`src/rtl/fetch_sched_if.sv`:
```
// Bus bundle between fetch_sched, the weight memory read port and the PE FIFO write ports.
interface fetch_sched_if #(
  parameter int NUM_CH = 4,
  parameter int ADDR_W = 10,
  parameter int DATA_W = 64
);
  logic              start;
  logic [ADDR_W-1:0] base_addr;
  logic [ADDR_W-1:0] len;
  logic [NUM_CH-1:0] full;
  logic              fetch_en;
  logic [ADDR_W-1:0] addr;
  logic [DATA_W-1:0] mem_data;
  logic [NUM_CH-1:0] wr_en;
  logic [DATA_W-1:0] data_out;
  logic              busy;
  logic              all_done;

  modport master (
    input  start, base_addr, len, full, mem_data,
    output fetch_en, addr, wr_en, data_out, busy, all_done
  );

  modport slave (
    output start, base_addr, len, full, mem_data,
    input  fetch_en, addr, wr_en, data_out, busy, all_done
  );
endinterface

```
`src/rtl/fetch_sched.sv`:
```
// Round-robin fetch scheduler: banked weight memory reads into per-channel PE FIFO writes.
// Grants are decided one cycle ahead of the registered fetch_en; writes land MEM_LAT cycles after it.
module fetch_sched #(
  parameter int NUM_CH  = 4,
  parameter int ADDR_W  = 10,
  parameter int DATA_W  = 64,
  parameter int MEM_LAT = 1
) (
  input  logic          clk,
  input  logic          rst,
  fetch_sched_if.master bus
);
  localparam int PTR_W = (NUM_CH > 1) ? $clog2(NUM_CH) : 1;

  typedef enum logic [1:0] {IDLE, RUN, DRAIN, DONE} state_t;
  state_t state, state_nxt;

  logic [ADDR_W-1:0] base_q, len_q;
  logic [ADDR_W-1:0] idx_q [NUM_CH];
  logic [NUM_CH-1:0] inflight_q;
  logic [PTR_W-1:0]  ptr_q;
  logic [NUM_CH-1:0] pipe_q [MEM_LAT];

  logic              accept;
  logic [ADDR_W-1:0] base_eff, len_eff, idx_eff;
  logic [PTR_W-1:0]  ptr_eff;
  logic [NUM_CH-1:0] elig, gnt;
  logic              gnt_any;
  logic [PTR_W-1:0]  gnt_ch;
  logic [ADDR_W+3:0] prod;
  logic [ADDR_W-1:0] gnt_addr;
  logic              done_issue;

  // An accepted start arbitrates in the same cycle so the first fetch_en shows up one cycle later.
  assign accept   = (state == IDLE) && bus.start;
  assign base_eff = accept ? bus.base_addr : base_q;
  assign len_eff  = accept ? bus.len : len_q;
  assign ptr_eff  = accept ? '0 : ptr_q;

  always_comb begin
    elig = '0;
    for (int c = 0; c < NUM_CH; c++) begin
      if (accept)
        elig[c] = (bus.len != '0) && !bus.full[c];
      else if (state == RUN)
        elig[c] = (idx_q[c] != len_q) && !bus.full[c] && !inflight_q[c];
    end
  end

  always_comb begin
    gnt     = '0;
    gnt_any = 1'b0;
    gnt_ch  = '0;
    for (int o = 0; o < NUM_CH; o++) begin
      if (!gnt_any && elig[(int'(ptr_eff) + o) % NUM_CH]) begin
        gnt_any = 1'b1;
        gnt_ch  = PTR_W'((int'(ptr_eff) + o) % NUM_CH);
      end
    end
    if (gnt_any) gnt[gnt_ch] = 1'b1;
  end

  always_comb begin
    idx_eff  = accept ? '0 : idx_q[gnt_ch];
    prod     = (ADDR_W+4)'(gnt_ch) * (ADDR_W+4)'(len_eff);
    gnt_addr = base_eff + prod[ADDR_W-1:0] + idx_eff;
  end

  // True when this grant takes the last word of the whole transfer.
  always_comb begin
    done_issue = gnt_any;
    for (int c = 0; c < NUM_CH; c++) begin
      if (((accept ? '0 : idx_q[c]) + ADDR_W'(gnt[c])) != len_eff) done_issue = 1'b0;
    end
  end

  always_comb begin
    state_nxt = state;
    case (state)
      IDLE:  if (bus.start) state_nxt = (bus.len == '0) ? DONE : (done_issue ? DRAIN : RUN);
      RUN:   if (done_issue) state_nxt = DRAIN;
      DRAIN: if (inflight_q == '0) state_nxt = DONE;
      DONE:  state_nxt = IDLE;
      default: state_nxt = IDLE;
    endcase
  end

  always_ff @(posedge clk) begin
    if (rst) begin
      state        <= IDLE;
      base_q       <= '0;
      len_q        <= '0;
      inflight_q   <= '0;
      ptr_q        <= '0;
      bus.fetch_en <= 1'b0;
      bus.addr     <= '0;
      bus.wr_en    <= '0;
      bus.busy     <= 1'b0;
      bus.all_done <= 1'b0;
      for (int c = 0; c < NUM_CH; c++) idx_q[c] <= '0;
      for (int s = 0; s < MEM_LAT; s++) pipe_q[s] <= '0;
    end else begin
      state <= state_nxt;
      if (accept) begin
        base_q <= bus.base_addr;
        len_q  <= bus.len;
        ptr_q  <= '0;
      end
      for (int c = 0; c < NUM_CH; c++) begin
        if (accept)
          idx_q[c] <= gnt[c] ? ADDR_W'(1) : '0;
        else if (gnt[c])
          idx_q[c] <= idx_q[c] + ADDR_W'(1);
      end
      if (gnt_any) ptr_q <= (gnt_ch == PTR_W'(NUM_CH - 1)) ? '0 : gnt_ch + PTR_W'(1);
      // The stage feeding wr_en releases its channel in the same cycle the write happens.
      inflight_q <= (inflight_q & ~pipe_q[MEM_LAT-1]) | gnt;
      pipe_q[0]  <= gnt;
      for (int s = 1; s < MEM_LAT; s++) pipe_q[s] <= pipe_q[s-1];
      bus.fetch_en <= gnt_any;
      bus.addr     <= gnt_addr;
      bus.wr_en    <= pipe_q[MEM_LAT-1];
      bus.busy     <= (state_nxt == RUN) || (state_nxt == DRAIN);
      bus.all_done <= (state_nxt == DONE);
    end
  end

  assign bus.data_out = DATA_W'(bus.mem_data);
endmodule

```
`src/flat_wrapper.sv`:
```
// flat-port wrapper written by rule: the top's interface ports become plain ports
module fetch_sched_flat 
#(
  parameter int NUM_CH  = 4,
  parameter int ADDR_W  = 10,
  parameter int DATA_W  = 64,
  parameter int MEM_LAT = 1
)
  (clk, rst, bus_start, bus_base_addr, bus_len, bus_full, bus_mem_data, bus_fetch_en, bus_addr, bus_wr_en, bus_data_out, bus_busy, bus_all_done);
  fetch_sched_if #(.NUM_CH(NUM_CH), .ADDR_W(ADDR_W), .DATA_W(DATA_W)) bus_i ();
  input  logic clk;
  input  logic rst;
  input wire logic [$bits(bus_i.start)-1:0] bus_start;
  input wire logic [$bits(bus_i.base_addr)-1:0] bus_base_addr;
  input wire logic [$bits(bus_i.len)-1:0] bus_len;
  input wire logic [$bits(bus_i.full)-1:0] bus_full;
  input wire logic [$bits(bus_i.mem_data)-1:0] bus_mem_data;
  output wire logic [$bits(bus_i.fetch_en)-1:0] bus_fetch_en;
  output wire logic [$bits(bus_i.addr)-1:0] bus_addr;
  output wire logic [$bits(bus_i.wr_en)-1:0] bus_wr_en;
  output wire logic [$bits(bus_i.data_out)-1:0] bus_data_out;
  output wire logic [$bits(bus_i.busy)-1:0] bus_busy;
  output wire logic [$bits(bus_i.all_done)-1:0] bus_all_done;
  assign bus_i.start = bus_start;
  assign bus_i.base_addr = bus_base_addr;
  assign bus_i.len = bus_len;
  assign bus_i.full = bus_full;
  assign bus_i.mem_data = bus_mem_data;
  assign bus_fetch_en = bus_i.fetch_en;
  assign bus_addr = bus_i.addr;
  assign bus_wr_en = bus_i.wr_en;
  assign bus_data_out = bus_i.data_out;
  assign bus_busy = bus_i.busy;
  assign bus_all_done = bus_i.all_done;
  fetch_sched #(.NUM_CH(NUM_CH), .ADDR_W(ADDR_W), .DATA_W(DATA_W), .MEM_LAT(MEM_LAT)) u_core (.clk(clk), .rst(rst), .bus(bus_i));
endmodule
```
`config.mk`:
```
export PLATFORM = sky130hd
export DESIGN_NAME = fetch_sched_flat
export DESIGN_NICKNAME = d
export VERILOG_FILES = /design/src/rtl/fetch_sched_if.sv /design/src/rtl/fetch_sched.sv /design/src/flat_wrapper.sv
export SDC_FILE = /design/constraint.sdc
export NUM_CORES = 1
export LEC_CHECK = 0
export CAP_MARGIN = 0
export CORE_MARGIN = 4
export CORE_UTILIZATION = 47
export CTS_BUF_LIST = sky130_fd_sc_hd__clkbuf_16
export DETAILED_ROUTE_END_ITERATION = 12
export PLACE_DENSITY = 0.8
export REMOVE_ABC_BUFFERS = 1
export SLEW_MARGIN = 40
export SYNTH_ARGS = -nofsm -noshare
export SYNTH_HDL_FRONTEND = slang
export SYNTH_SLANG_ARGS = --single-unit
export TNS_END_PERCENT = 1
```
`constraint.sdc`:
```
create_clock -name clk -period 7.13 [get_ports clk]
set_input_delay 1.7825 -clock clk [delete_from_list [all_inputs] [get_ports clk]]
set_output_delay 1.7825 -clock clk [all_outputs]
set_load 0.01 [all_outputs]
```
==> results.md <==
- Setup_tns: -2.74 ps
- Non-filler cells, final: 1178
- Drt pass-1 iters: 5
- Crit path DAT: 7410 ps
- Chip width: 135 um
- Drt total wl: 27200 um
- Unrepaired setup endpoints after global routing: yes
- Sequential fraction of the synthesis area: 0.287
- Antenna viol nets, final: 0
- Rows: 46
- Number of nets in the layout: 1092
- Final setup fails: 1
- Initial antenna violation count: 0
- Failing checks: setup timing
- Number of synthesized flops with an enable pin: 40
- Final Slew Violations: 0
- Crit end category: flip-flop
- Clock Pin Slew Worst Setup and Hold Paths: 70 ps
- Least-Margin Pin Slew: 616 ps
- Netlist cell types: 75
- FF+latch count, synth: 89
- Peak VDD IR: 0.150 mV
- Worst-Skew Late Latency: 360 ps
- Max-cap viol count: 0
- Drt drc: 0
- Worst Hold End: u_core.base_q[4]
- Final worst-path cycle share: 1.00
- CTS tree: yes
- Critical path type: in2reg
- Placed Instances: 1145
- Starting Density: 0.479
- GPL Wtd Cong: 1.05
- Final setup skew: 12.6 ps
- Ys Warns: 0
- Dominant synthesized flop cell: dfxtp_1
- Pwr Density: 360 nW/um^2
- Core area: 15900 sq um
- Post-Synthesis Cells: 914
- Starting DRT DRC Count: 679
- ANT cells: 0
- Crit-path max FO: 7
- DR WL/cell: 23.1 um
- Area delta synth->final: 17.9%
- Layout cells sized above 1: 0.214
- Post-route setup slack: -2.74 ps
- Largest net degree at the start of global routing: 54
- Hold Path Depth: 2
- CP Launch Type: input pin
- R2R cell count: 27
- R2R Path End: u_core.bus.addr[9]
- Mapped Avg Cell Area: 8.33 sq um
- Tot GR Track Use: 0.295
- Commonest non-fill, non-tap cells in the layout: 127 x nand2_1, 108 x buf_4, 95 x nor2_1, 62 x xnor2_1, 49 x dfxtp_1
- Share of flip-flops with an asynchronous set or reset: 0
- Commonest non-fill, non-tap cell in the layout: nand2_1
- Leakage power total: 3.85 nW
- Num ports: 172
- RR Startpoint: u_core.len_q[3]
- Global-route wire length before repair: 40500 um
- Die footprint: 18300 sq um
- Crit path time final: 7130 ps
- Class of the worst hold path: reg2reg
- Sink Count: 89
- Fmax: 140 MHz
- Number of global-route vias before repair: 6711
- Clk buf depth: 2
- Number of port buffers: 43
- Outcome: finished, violations left
- Total CTS buffers: 9
- DR vias/cell: 5.94
- Hold buffer count at cts: 0
- Rel. slew slack: 0.589
- Pre-CTS WS: -926 ps
- Synth Cell Area: 7610 sq um
- Root Driver: clkbuf_16
- Vias: 6998
- H-tree levels: 3
- Critical Path RT: 7410 ps
- Die Ht: 135 um
- R2R Setup Slk: 320 ps
- Hold Crit Start: u_core.base_q[4]
- Fin. Hold Viols: 0
- Gr ovfl total: 0
- DPL Wire Length: 19800 um
registers in the layout (all words and copies together), names as in the netlist:
signal / flops
u_core.bus.busy: 1
u_core.bus.all_done: 1
u_core.base_q: 10
u_core.len_q: 10
u_core.pipe_q: 4
u_core.bus.fetch_en: 1
u_core.idx_q: 40
u_core.state: 2
u_core.inflight_q: 4
u_core.bus.wr_en: 4
u_core.ptr_q: 2
u_core.bus.addr: 10
cell usage after synthesis (9+ instances only):
| cell type | count | area share |
|---|---|---|
| dfxtp_1 | 49 | 0.13 |
| nor4_1 | 12 | 0.0099 |
| edfxtp_1 | 40 | 0.16 |
| buf_2 | 20 | 0.013 |
| mux2i_1 | 27 | 0.035 |
| and2_1 | 19 | 0.016 |
| xor2_1 | 45 | 0.052 |
| nor2b_1 | 12 | 0.0099 |
| clkbuf_1 | 31 | 0.015 |
| nor2_1 | 98 | 0.048 |
| ha_1 | 27 | 0.044 |
| nand2_1 | 130 | 0.064 |
| and3_1 | 17 | 0.014 |
| nand3_1 | 33 | 0.022 |
| buf_4 | 64 | 0.063 |
| nand4_1 | 19 | 0.016 |
| nor3_1 | 9 | 0.0059 |
| fa_1 | 17 | 0.045 |
| o21ai_0 | 18 | 0.012 |
| inv_1 | 35 | 0.017 |
| xnor2_1 | 62 | 0.071 |
| a21oi_1 | 24 | 0.016 |
cell families after synthesis:
family          Yosys count  synth area share
compound gates           99            0.0955
buf+inv                 161             0.121
xor+xnor                107             0.123
fa+ha+maj                44            0.0891
flops                    89             0.287
mux                      31            0.0434
simple gates            383             0.242
how the worst max path moves through the flow:
stage,cells past startpoint,from,to,slack (ps)
after global routing,28,bus_start,u_core.bus.addr[9],-220
after global placement,28,bus_start,u_core.bus.addr[9],-770
after detailed placement,28,bus_start,u_core.bus.addr[9],-930
after floorplan,24,bus_start,u_core.bus.addr[9],-1290
final,28,bus_start,u_core.bus.addr[9],-3
after CTS,29,bus_len[4],u_core.bus.addr[9],3
final cells by class:
type                    instances  area, sq um
repair buffers                157         1310
multi-input cells             664         4810
flip-flops and latches         89         2180
clock inverters                 7         45.0
fillers                      1401         6910
inverters                      36          138
clock buffers                   9          225
well taps                     216          270
stage by stage:
stage / instance area [sq um] / total power [mW] / utilization / hold WS, ps
after global placement: 8280 / 2.49 / 0.521 / 451
after CTS: 8760 / 3.08 / 0.552 / 467
after global routing: 8970 / 3.43 / 0.565 / 480
final: 8970 / 3.23 / 0.565 / 463
after detailed placement: 8280 / 2.52 / 0.521 / 457
after floorplan: 6830 / 1.83 / - / 435
power by group:
group	leakage, nW	switching (mW)	internal, mW
registers	0.844	0.191	0.669
clock network	0.141	0.220	0.237
logic	2.86	0.985	0.933
total	3.85	1.40	1.84
routing by layer:
layer / GRT usage / part of all wire
met4: 0.0957 / 0.034
met1: 0.368 / 0.38
met3: 0.159 / 0.15
met5: 0.0778 / 0.0063
met2: 0.431 / 0.43
critical path, cell delays in order:
cell      delay [ps]
buf_6             70
or3b_4           430
buf_6            160
nand3_1          120
o22ai_4          100
or4b_4           520
o211a_4          170
mux2i_4          200
buf_12           160
mux2i_1          200
nand2_1           80
nand3_2           80
fa_1             450
fa_1             470
inv_1             70
ha_2             180
inv_2             40
fa_2             410
nor2b_4          140
o21ai_2           70
a21boi_2         200
o21ai_2           90
a21oi_2          230
o21a_2           260
o21ba_4          150
mux2i_2           70
a211oi_2         230
mux2i_1          240
what timing repair did:
item / in CTS / in global routing
resized for setup: 45 / 60
gates cloned: 1 / 0
hold endpoints to repair: 0 / 0
pin swaps: 21 / 37
setup buffers: 9 / 7
endpoints found under the setup margin: 5 / 4
(Power assumes the default switching activity.)
